===== config.mk =====
export PLATFORM = sky130hd
export DESIGN_NAME = output_channel_q
export DESIGN_NICKNAME = d
export VERILOG_FILES = /design/src/rtl/output_channel_pkg.sv /design/src/rtl/output_channel_q_flit_fifo.sv /design/src/rtl/output_channel_q.sv
export SDC_FILE = /design/constraint.sdc
export NUM_CORES = 1
export LEC_CHECK = 0
export BUFFER_PORTS_ARGS = -buffer_cell sky130_fd_sc_hd__buf_2
export CAP_MARGIN = 20
export CORE_MARGIN = 2
export CORE_UTILIZATION = 52
export CTS_BUF_LIST = sky130_fd_sc_hd__clkbuf_2 sky130_fd_sc_hd__clkbuf_4 sky130_fd_sc_hd__clkbuf_8
export DETAILED_ROUTE_END_ITERATION = 8
export PLACE_DENSITY = 0.8
export REMOVE_ABC_BUFFERS = 1
export SYNTH_ARGS = -nofsm -noshare
export SYNTH_HDL_FRONTEND = slang
export SYNTH_SLANG_ARGS = --single-unit

===== constraint.sdc =====
create_clock -name clk_i -period 3.6 [get_ports clk_i]
set_clock_uncertainty 0.15 [all_clocks]
set_input_delay 0.18 -clock clk_i [delete_from_list [all_inputs] [get_ports clk_i]]
set_output_delay 0.18 -clock clk_i [all_outputs]
set_load 0.05 [all_outputs]

===== src/rtl/output_channel_pkg.sv =====
// Shared constants and types for the wormhole output channel.
package output_channel_pkg;

    localparam int unsigned ARB_RR    = 0;
    localparam int unsigned ARB_FIXED = 1;

    typedef enum logic [0:0] {
        IDLE   = 1'b0,
        LOCKED = 1'b1
    } oc_state_t;

endpackage


===== src/rtl/output_channel_q_flit_fifo.sv =====
// Synchronous flit queue; head word reads as zero while empty.
module flit_fifo
    import output_channel_pkg::*;
#(
    parameter int unsigned W     = 11,
    parameter int unsigned DEPTH = 4
) (
    input  logic                       clk_i,
    input  logic                       rst_i,
    input  logic                       push_i,
    input  logic                       pop_i,
    input  logic [W-1:0]               wdata_i,
    output logic [W-1:0]               rdata_o,
    output logic                       full_o,
    output logic                       empty_o,
    output logic [$clog2(DEPTH+1)-1:0] count_o
);

    localparam int unsigned AW = $clog2(DEPTH);
    localparam int unsigned CW = $clog2(DEPTH + 1);

    logic [W-1:0]  mem_q [DEPTH];
    logic [AW-1:0] wr_ptr_q, wr_ptr_d;
    logic [AW-1:0] rd_ptr_q, rd_ptr_d;
    logic [CW-1:0] count_q, count_d;
    logic          do_push, do_pop;

    assign full_o  = (count_q == CW'(DEPTH));
    assign empty_o = (count_q == '0);
    assign count_o = count_q;
    assign do_push = push_i & ~full_o;
    assign do_pop  = pop_i & ~empty_o;
    assign rdata_o = empty_o ? '0 : mem_q[rd_ptr_q];

    always_comb begin
        wr_ptr_d = wr_ptr_q;
        rd_ptr_d = rd_ptr_q;
        count_d  = count_q;
        if (do_push) wr_ptr_d = wr_ptr_q + AW'(1);
        if (do_pop)  rd_ptr_d = rd_ptr_q + AW'(1);
        case ({do_push, do_pop})
            2'b10:   count_d = count_q + CW'(1);
            2'b01:   count_d = count_q - CW'(1);
            default: count_d = count_q;
        endcase
    end

    always_ff @(posedge clk_i) begin
        if (rst_i) begin
            wr_ptr_q <= '0;
            rd_ptr_q <= '0;
            count_q  <= '0;
        end else begin
            wr_ptr_q <= wr_ptr_d;
            rd_ptr_q <= rd_ptr_d;
            count_q  <= count_d;
        end
    end

    // Storage needs no reset: reads are masked while empty.
    always_ff @(posedge clk_i) begin
        if (do_push) mem_q[wr_ptr_q] <= wdata_i;
    end

endmodule


===== src/rtl/output_channel_q.sv =====
// Wormhole output channel: arbitrates inputs, locks owner until tail, queues flits.
module output_channel_q
    import output_channel_pkg::*;
#(
    parameter int unsigned IN_N       = 5,
    parameter int unsigned DATA_W     = 10,
    parameter int unsigned ARB_TYPE   = 0,
    parameter int unsigned FIFO_DEPTH = 4
) (
    input  logic                     clk_i,
    input  logic                     rst_i,
    input  logic [IN_N-1:0]          req_i,
    input  logic [IN_N-1:0]          data_vld_i,
    input  logic [IN_N-1:0]          flit_id_is_tail_i,
    input  logic [IN_N*DATA_W-1:0]   ic_data_i,
    output logic [IN_N-1:0]          grant_o,
    output logic [IN_N-1:0]          ic_rdy_o,
    output logic [DATA_W-1:0]        oc_data_o,
    output logic                     oc_tail_o,
    output logic                     oc_vld_o,
    input  logic                     oc_rdy_i
);

    localparam int unsigned OW = (IN_N > 1) ? $clog2(IN_N) : 1;
    localparam int unsigned FW = DATA_W + 1;
    localparam int unsigned CW = $clog2(FIFO_DEPTH + 1);

    oc_state_t         state_q, state_d;
    logic [OW-1:0]     owner_q, owner_d;
    logic [OW-1:0]     ptr_q, ptr_d;
    logic [IN_N-1:0]   grant_q, grant_d;

    logic              win_found;
    logic [OW-1:0]     win_idx;
    logic              fifo_full, fifo_empty, q_full;
    logic [CW-1:0]     fifo_count;
    logic              push, own_tail;
    logic [DATA_W-1:0] own_data;
    logic [FW-1:0]     head;

    // Winner search; iterating downward leaves the highest-priority hit last.
    always_comb begin
        win_found = 1'b0;
        win_idx   = '0;
        if (ARB_TYPE == ARB_FIXED) begin
            for (int i = int'(IN_N) - 1; i >= 0; i--) begin
                if (req_i[OW'(i)]) begin
                    win_found = 1'b1;
                    win_idx   = OW'(i);
                end
            end
        end else begin
            for (int k = int'(IN_N) - 1; k >= 0; k--) begin
                int j;
                j = int'(ptr_q) + k;
                if (j >= int'(IN_N)) j = j - int'(IN_N);
                if (req_i[OW'(j)]) begin
                    win_found = 1'b1;
                    win_idx   = OW'(j);
                end
            end
        end
    end

    assign q_full   = (fifo_count == CW'(FIFO_DEPTH));
    assign own_tail = flit_id_is_tail_i[owner_q];
    assign own_data = ic_data_i[int'(owner_q) * DATA_W +: DATA_W];
    assign push     = grant_q[owner_q] & data_vld_i[owner_q] & ~fifo_full;

    always_comb begin
        state_d = state_q;
        owner_d = owner_q;
        ptr_d   = ptr_q;
        grant_d = grant_q;
        case (state_q)
            IDLE: begin
                if (win_found) begin
                    state_d = LOCKED;
                    owner_d = win_idx;
                    grant_d = IN_N'(1) << win_idx;
                    if (ARB_TYPE == ARB_RR)
                        ptr_d = (win_idx == OW'(IN_N - 1)) ? '0 : win_idx + OW'(1);
                end
            end
            LOCKED: begin
                if (push && own_tail) begin
                    state_d = IDLE;
                    grant_d = '0;
                end
            end
            default: begin
                state_d = IDLE;
                grant_d = '0;
            end
        endcase
    end

    always_ff @(posedge clk_i) begin
        if (rst_i) begin
            state_q <= IDLE;
            owner_q <= '0;
            ptr_q   <= '0;
            grant_q <= '0;
        end else begin
            state_q <= state_d;
            owner_q <= owner_d;
            ptr_q   <= ptr_d;
            grant_q <= grant_d;
        end
    end

    flit_fifo #(
        .W     (FW),
        .DEPTH (FIFO_DEPTH)
    ) u_fifo (
        .clk_i   (clk_i),
        .rst_i   (rst_i),
        .push_i  (push),
        .pop_i   (oc_rdy_i),
        .wdata_i ({own_tail, own_data}),
        .rdata_o (head),
        .full_o  (fifo_full),
        .empty_o (fifo_empty),
        .count_o (fifo_count)
    );

    assign grant_o   = grant_q;
    assign ic_rdy_o  = grant_q & {IN_N{~q_full}};
    assign oc_vld_o  = ~fifo_empty;
    assign oc_tail_o = head[FW-1];
    assign oc_data_o = head[DATA_W-1:0];

endmodule


==> flow_summary.yaml, run 1 <==
critical_path:
  critical_path_class: "flop to flop"
  ff2ff_setup_slack_ns: 0.15
  cp.buffers_inverters: 1
  worstPathMaxFanout: 4
  cpPeakStageDelay_ns: 0.36
  r2r-start: "ptr_q[1]$_SDFFE_PP0P_"
  crit_start: "ptr_q[1]$_SDFFE_PP0P_"
  reg2reg_to: "ptr_q[2]$_SDFFE_PP0P_"
  path_delay_family: "compound AO/OA/AOI/OAI gates"
  arrival_ns: 3.57
  path_depth: 15
  start_kind: "flop"
  crit_path_top_delay_cell: "dfxtp_2"
  crit_chain: "inv_1 -> ha_2 -> ha_1 -> a21oi_2 -> mux2_1 -> a31oi_2 -> a21oi_1 -> a32o_1 -> o311ai_2 -> and2_4 -> nor2b_1 -> ha_1 -> nor3_2 -> a21oi_1 -> nor2_1"
  endpoint: "ptr_q[2]$_SDFFE_PP0P_"
  endpoint_kind: "flop"
  critPathRequiredTime_ns: 3.72
  r2r.worst_path.cells: 15
global_routing:
  grt_usage_pct: 23.88
  grt_antenna_before_repair: 0
  grt_pass1_vias: 3507
  grt_pass1_wl_mm: 16.41
  grt_overflow: 0
  grt_max_degree: 27
sta:
  relSlewSlack_pct: 48.77
  worstMarginPinSlew_ns: 0.7675
  finalHoldViolCount: 0
  fmax_mhz: 290.1
  slew_viol_final: 0
  rsz0062_at_grt: "false"
  period_share_pct: 95.75
  fin_crit_ns: 3.447
  whs_ns: 0.07836
  setup_viol: 0
yosys:
  yosysMostFrequentCell: "edfxtp_1"
  synthTopCellsByArea: "edfxtp_1 31%, mux4_2 13%, dfxtp_1 9.8%"
  synth_commonest_cells: "44 x edfxtp_1, 37 x nand2_1, 27 x inv_1"
  ys_seq_area_share_pct: 40.80
  ys_warn_count: 0
  synth_cell_types: 67
  synth_top_area_share_pct: 30.95
  syn-cell-area_um2: 4269
  ys_seq_elements: 65
  synth.largest_area_cell: "edfxtp_1"
  synth_edf_count: 44
  synth-main-ff-cell: "edfxtp_1"
  synthCells: 409
  async_reset_ff_share_pct: 0
  avgSynthCellArea_um2: 10.44
detailed_routing:
  wire_per_inst_um: 17.04
  num_vias: 3581
  ant_nets: 0
  firstDrtPassIters: 4
  vias_per_cell: 5.702
  drc: 0
  drtIter0Drc: 125
  detail_route.wirelength_mm: 10.70
cts:
  cts.path.max_buffers: 2
  cts_tree: "yes"
  cts_made_buffers: 9
  clockRootBuffer: "clkbuf_8"
  clkTransAtPathRegs_ns: 0.07
  h-tree-depth: 3
  cts_sinks: 65
  clk-insertion-delay-late_ns: 0.33
floorplan:
  die_h_um: 94.61
  core_um2: 8093
  initial_utilization_pct: 52.75
  dieArea_um2: 8950
  fp-row-count: 33
  ioPinCount: 90
  die_w_um: 94.61
cells_and_area:
  nets: 603
  syn_to_final_growth_pct: 24.59
  nFillCells: 615
  regArea_um2: 1744
  multi_input_area_um2: 2392
  diodes: 0
  drive_above_1_share_pct: 37.09
power_and_ir_drop:
  p_per_area_nw_per_um2: 1008
  vdd_drop_max_mv: 0.6862
  power.total_uw: 5362
  p_leak_uw: 0.002142
status:
  status: "finished clean"
placed_design:
  hpwl_mm: 7.812
  io_buffers: 89
  place.gp.congestion: 0.9473
hold_path:
  hold_class: "input pin to flop"
job:
  cap_viol_max_count: 0
## layout make-up
class / instances / share of cell area (%)
clock buffer: 9 / 2.329
clock inverter: 7 / 2.352
inverter: 29 / 2.047
multi-input combinational: 292 / 44.98
sequential: 65 / 32.79
tap: 105 / 2.470
timing repair buffer: 121 / 13.03
## per-stage QoR
| stage | std cells | utilization [%] | TNS, ns | instance area (µm²) | setup slack (ns) |
|---|---|---|---|---|---|
| after floorplan | 386 | - | -4.431 | 4159 | -0.8142 |
| after global placement | 609 | 61.21 | 0 | 4954 | 0.07572 |
| after global routing | 628 | 65.72 | 0 | 5319 | 0.002924 |
| after detailed placement | 609 | 61.21 | 0 | 4954 | 0.005306 |
| final | 628 | 65.72 | 0 | 5319 | 0.1529 |
| after CTS | 625 | 64.35 | 0 | 5207 | 0.01923 |
## metal layers
layer,vias up,wire [µm],GRT usage (%)
li1,1721,-,-
met1,1708,4286,27.61
met2,126,5564,43.91
met3,26,600,3.990
met4,0,250,9.179
met5,-,0,0
## state kept, by name, indices dropped and copies added (netlist names), named ones only
signal           cells
owner_q              3
u_fifo.rd_ptr_q      2
state_q              1
ptr_q                3
u_fifo.mem_q        44
grant_o              5
u_fifo.count_o       3
u_fifo.wr_ptr_q      2
## kinds of logic (layout without fill, tap and decap cells)
kind of cell / Yosys count / after routing / share of synthesized area, %
AO/OA/AOI/OAI: 83 / 83 / 13.54
buffers and inverters: 52 / 166 / 5.129
AND/OR/NAND/NOR: 149 / 149 / 17.85
flip-flops: 65 / 65 / 40.80
multiplexers: 33 / 33 / 15.12
XOR/XNOR: 10 / 10 / 2.228
adder cells (fa/ha/maj): 17 / 17 / 5.334
## report_power, final
group | internal [µW] | total, µW | switching, µW
sequential | 1040 | 1180 | 142
clock | 467 | 752 | 285
combinational | 1440 | 3430 | 1990
total | 2940 | 5360 | 2420
## worst min path at each step
stage | from | endpoint | slack [ns] | cells past startpoint
floorplan | rst_i | grant_o[0]$_SDFFE_PP0P_ | 0.1 | 1
global placement | u_fifo.count_o[2]$_SDFFE_PP0P_ | u_fifo.count_o[2]$_SDFFE_PP0P_ | 0.33 | 2
detailed placement | grant_o[0]$_SDFFE_PP0P_ | grant_o[0]$_SDFFE_PP0P_ | 0.34 | 2
CTS | rst_i | ptr_q[0]$_SDFFE_PP0P_ | 0.06 | 2
global route | rst_i | ptr_q[2]$_SDFFE_PP0P_ | 0.09 | 2
finish | rst_i | ptr_q[0]$_SDFFE_PP0P_ | 0.08 | 2
## placed cells by master (no fill, tap or decap), types with 4 or more instances in the layout
cell type,instances
inv_1,27
nand3_1,20
mux2i_1,5
xnor2_1,5
or3_1,5
buf_4,30
dfxtp_1,19
o211a_1,4
clkbuf_8,9
o22ai_1,4
a21oi_1,23
edfxtp_1,44
nor2_1,25
ha_1,13
nand2b_1,4
mux4_2,24
o21ai_0,18
nor3_1,10
and2_1,19
nand2_1,37
buf_2,89
nor2b_1,10
## what timing repair did
action                                  4_1_cts  5_1_grt
buffers inserted                              0        3
pin swaps                                     0        7
resized for setup                             1       22
hold buffers                                  0        0
hold endpoints to repair                      0        0
endpoints found under the setup margin        1        2
Power figures use the tool's default switching activity.
==> run 2, diff against run 1 <==
--- a/config.mk
+++ b/config.mk
@@ -11,6 +11,7 @@
 export CORE_UTILIZATION = 52
 export CTS_BUF_LIST = sky130_fd_sc_hd__clkbuf_2 sky130_fd_sc_hd__clkbuf_4 sky130_fd_sc_hd__clkbuf_8
 export DETAILED_ROUTE_END_ITERATION = 8
+export MAX_ROUTING_LAYER = met4
 export PLACE_DENSITY = 0.8
 export REMOVE_ABC_BUFFERS = 1
 export SYNTH_ARGS = -nofsm -noshare
==> run 2 against run 1 <==
Critical path depth did not move; maximum frequency down 0.97%; sequential cell count is the same; worst hold slack improved by 0.0011 ns; combinational power about the same; power shrank 2.3%; final area about the same; via count rose by 2.2%; die area is the same; worst setup slack worse by 0.034 ns; clock power decreased by 20%.
==> flow_summary.yaml, run 2 (same netlist as run 1, synthesis figures left out) <==
power_and_ir_drop:
  p_int_uw: 2822
  p_per_area_nw_per_um2: 984.1
  p_sw_uw: 2417
  swShare_pct: 46.14
  p_leak_uw: 0.002139
  seqPwrFrac_pct: 23.0
  combPwrFrac_pct: 65.5
  vdd_drop_max_mv: 0.4697
  clkPwrFrac_pct: 11.5
detailed_routing:
  drc: 0
  wire_per_inst_um: 17.58
  vias_per_cell: 5.800
  detail_route.wirelength_mm: 11.10
  num_vias: 3660
  ant_nets: 0
  drtIter0Drc: 200
  firstDrtPassIters: 5
critical_path:
  arrival_ns: 3.59
  critPathRequiredTime_ns: 3.71
  crit_start: "ptr_q[0]$_SDFFE_PP0P_"
  critical_path_class: "flop to flop"
  r2r-start: "ptr_q[0]$_SDFFE_PP0P_"
  endpoint_kind: "flop"
  r2r.worst_path.cells: 15
  reg2reg_to: "ptr_q[2]$_SDFFE_PP0P_"
  ff2ff_setup_slack_ns: 0.12
  start_kind: "flop"
  worstPathMaxFanout: 8
cells_and_area:
  nFillCells: 645
  final_area_um2: 5324
  syn_to_final_growth_pct: 24.71
  regArea_um2: 1748
  top_register: "u_fifo.mem_q"
  diodes: 0
  finalNonFillerCells: 631
  final_common_cell: "buf_2"
  nets: 606
  largest_reg_flops: 44
  multi_input_area_um2: 2399
  drive_above_1_share_pct: 37.45
  layout_common_cells: "89 x buf_2, 44 x edfxtp_1, 37 x nand2_1, 33 x buf_4, 26 x inv_1"
hold_path:
  min_from: "rst_i"
  holdPathStages: 2
  hold_class: "input pin to flop"
  min_to: "u_fifo.rd_ptr_q[0]$_SDFFE_PP0P_"
floorplan:
  die_w_um: 94.61
  fp-row-count: 33
  die_h_um: 94.61
  ioPinCount: 90
  dieArea_um2: 8950
  initial_utilization_pct: 52.75
  core_um2: 8093
placed_design:
  hpwl_mm: 8.077
  io_buffers: 89
  dp_slack_ns: 0.004875
  place.gp.congestion: 0.9595
  placed_area_um2: 4974
  dp.cells: 610
sta:
  fmax_mhz: 287.3
  fin_crit_ns: 3.481
  setup_ws_ns: 0.1192
  slew_viol_final: 0
  worstMarginPinSlew_ns: 0.7865
  finalHoldViolCount: 0
  relSlewSlack_pct: 47.50
  period_share_pct: 96.69
  setup_viol: 0
cts:
  cts_tree: "yes"
  cts.path.max_buffers: 2
  h-tree-depth: 3
  clk-insertion-delay-late_ns: 0.33
  cts_sinks: 65
  cts_made_buffers: 9
  clockRootBuffer: "clkbuf_8"
  hold_buffers: 0
  clkTransAtPathRegs_ns: 0.08
global_routing:
  grt_antenna_before_repair: 0
  grt_overflow: 0
  grt_pass1_wl_mm: 16.46
  grt_max_degree: 37
  grt_pass1_vias: 3439
  grt_usage_pct: 24.89
status:
  status: "finished clean"
job:
  cap_viol_max_count: 0
run 2: changes by cell type in the layout (fill, tap and decap cells not counted), moves of 2 or more:
cell | before | now
buf_4 | 30 | 33
clkinv_2 | 0 | 3
buf_6 | 2 | 0
bufinv_16 | 3 | 1
run 2: how the worst max path moves through the flow:
stage,end,slack [ns],cells after the start
finish,ptr_q[2]$_SDFFE_PP0P_,0.12,15
global route,ptr_q[2]$_SDFFE_PP0P_,-0.04,15
CTS,ptr_q[2]$_SDFFE_PP0P_,0.05,14
detailed placement,ptr_q[2]$_SDFFE_PP0P_,0.005,16
global placement,ptr_q[2]$_SDFFE_PP0P_,0.04,16
floorplan,ptr_q[2]$_SDFFE_PP0P_,-0.81,15
run 2: per-stage QoR:
step | hold slack (ns) | TNS, ns | util [%] | total power, µW
floorplan | 0.09907 | -4.431 | - | 3429
global placement | 0.3288 | 0 | 61.46 | 4294
detailed placement | 0.3423 | 0 | 61.46 | 4369
CTS | 0.07814 | 0 | 63.91 | 4990
global route | 0.1072 | -0.03796 | 65.79 | 5575
finish | 0.07945 | 0 | 65.79 | 5239
run 2: what timing repair did:
action | CTS | global route
hold endpoints to repair | 0 | 0
gates resized for setup | 2 | 24
pin swaps | 0 | 3
gates cloned | 0 | 1
endpoints found under the setup margin | 1 | 2
setup buffers | 0 | 4
run 2: critical path: stages (launching register included):
cell and delay (ns):
dfxtp_4 0.41, inv_6 0.06, ha_4 0.16, ha_1 0.30
a21oi_2 0.18, mux2_1 0.35, a31oi_1 0.20, a21oi_1 0.11
a32o_1 0.29, o311ai_4 0.32, and2_1 0.20, nor2b_1 0.05
ha_1 0.29, nor3_2 0.17, a21oi_1 0.05, nor2_1 0.10
run 2: power groups by stage:
| stage | Combinational [µW] | Clock, µW | Sequential, µW |
|---|---|---|---|
| floorplan | 2130 | 0 | 1300 |
| global placement | 3100 | 0 | 1190 |
| detailed placement | 3170 | 0 | 1200 |
| CTS | 3190 | 610 | 1190 |
| global route | 3710 | 639 | 1220 |
| finish | 3430 | 602 | 1200 |
run 2: per-layer routing:
| layer | global-route usage (%) | vias to the layer above | wire, µm |
|---|---|---|---|
| li1 | - | 1735 | - |
| met1 | 27.80 | 1752 | 4185 |
| met2 | 44.50 | 151 | 5880 |
| met4 | 9.300 | 0 | 277 |
| met3 | 4.230 | 22 | 752 |
| met5 | - | - | 0 |
run 2: final cells by class:
type                    instances  share of cell area, %
clock buffers                   9                  2.327
clock inverters                 7                  1.316
multi-input cells             292                  45.05
repair buffers                124                  13.87
inverters                      29                  2.139
flip-flops and latches         65                  32.83
well taps                     105                  2.468
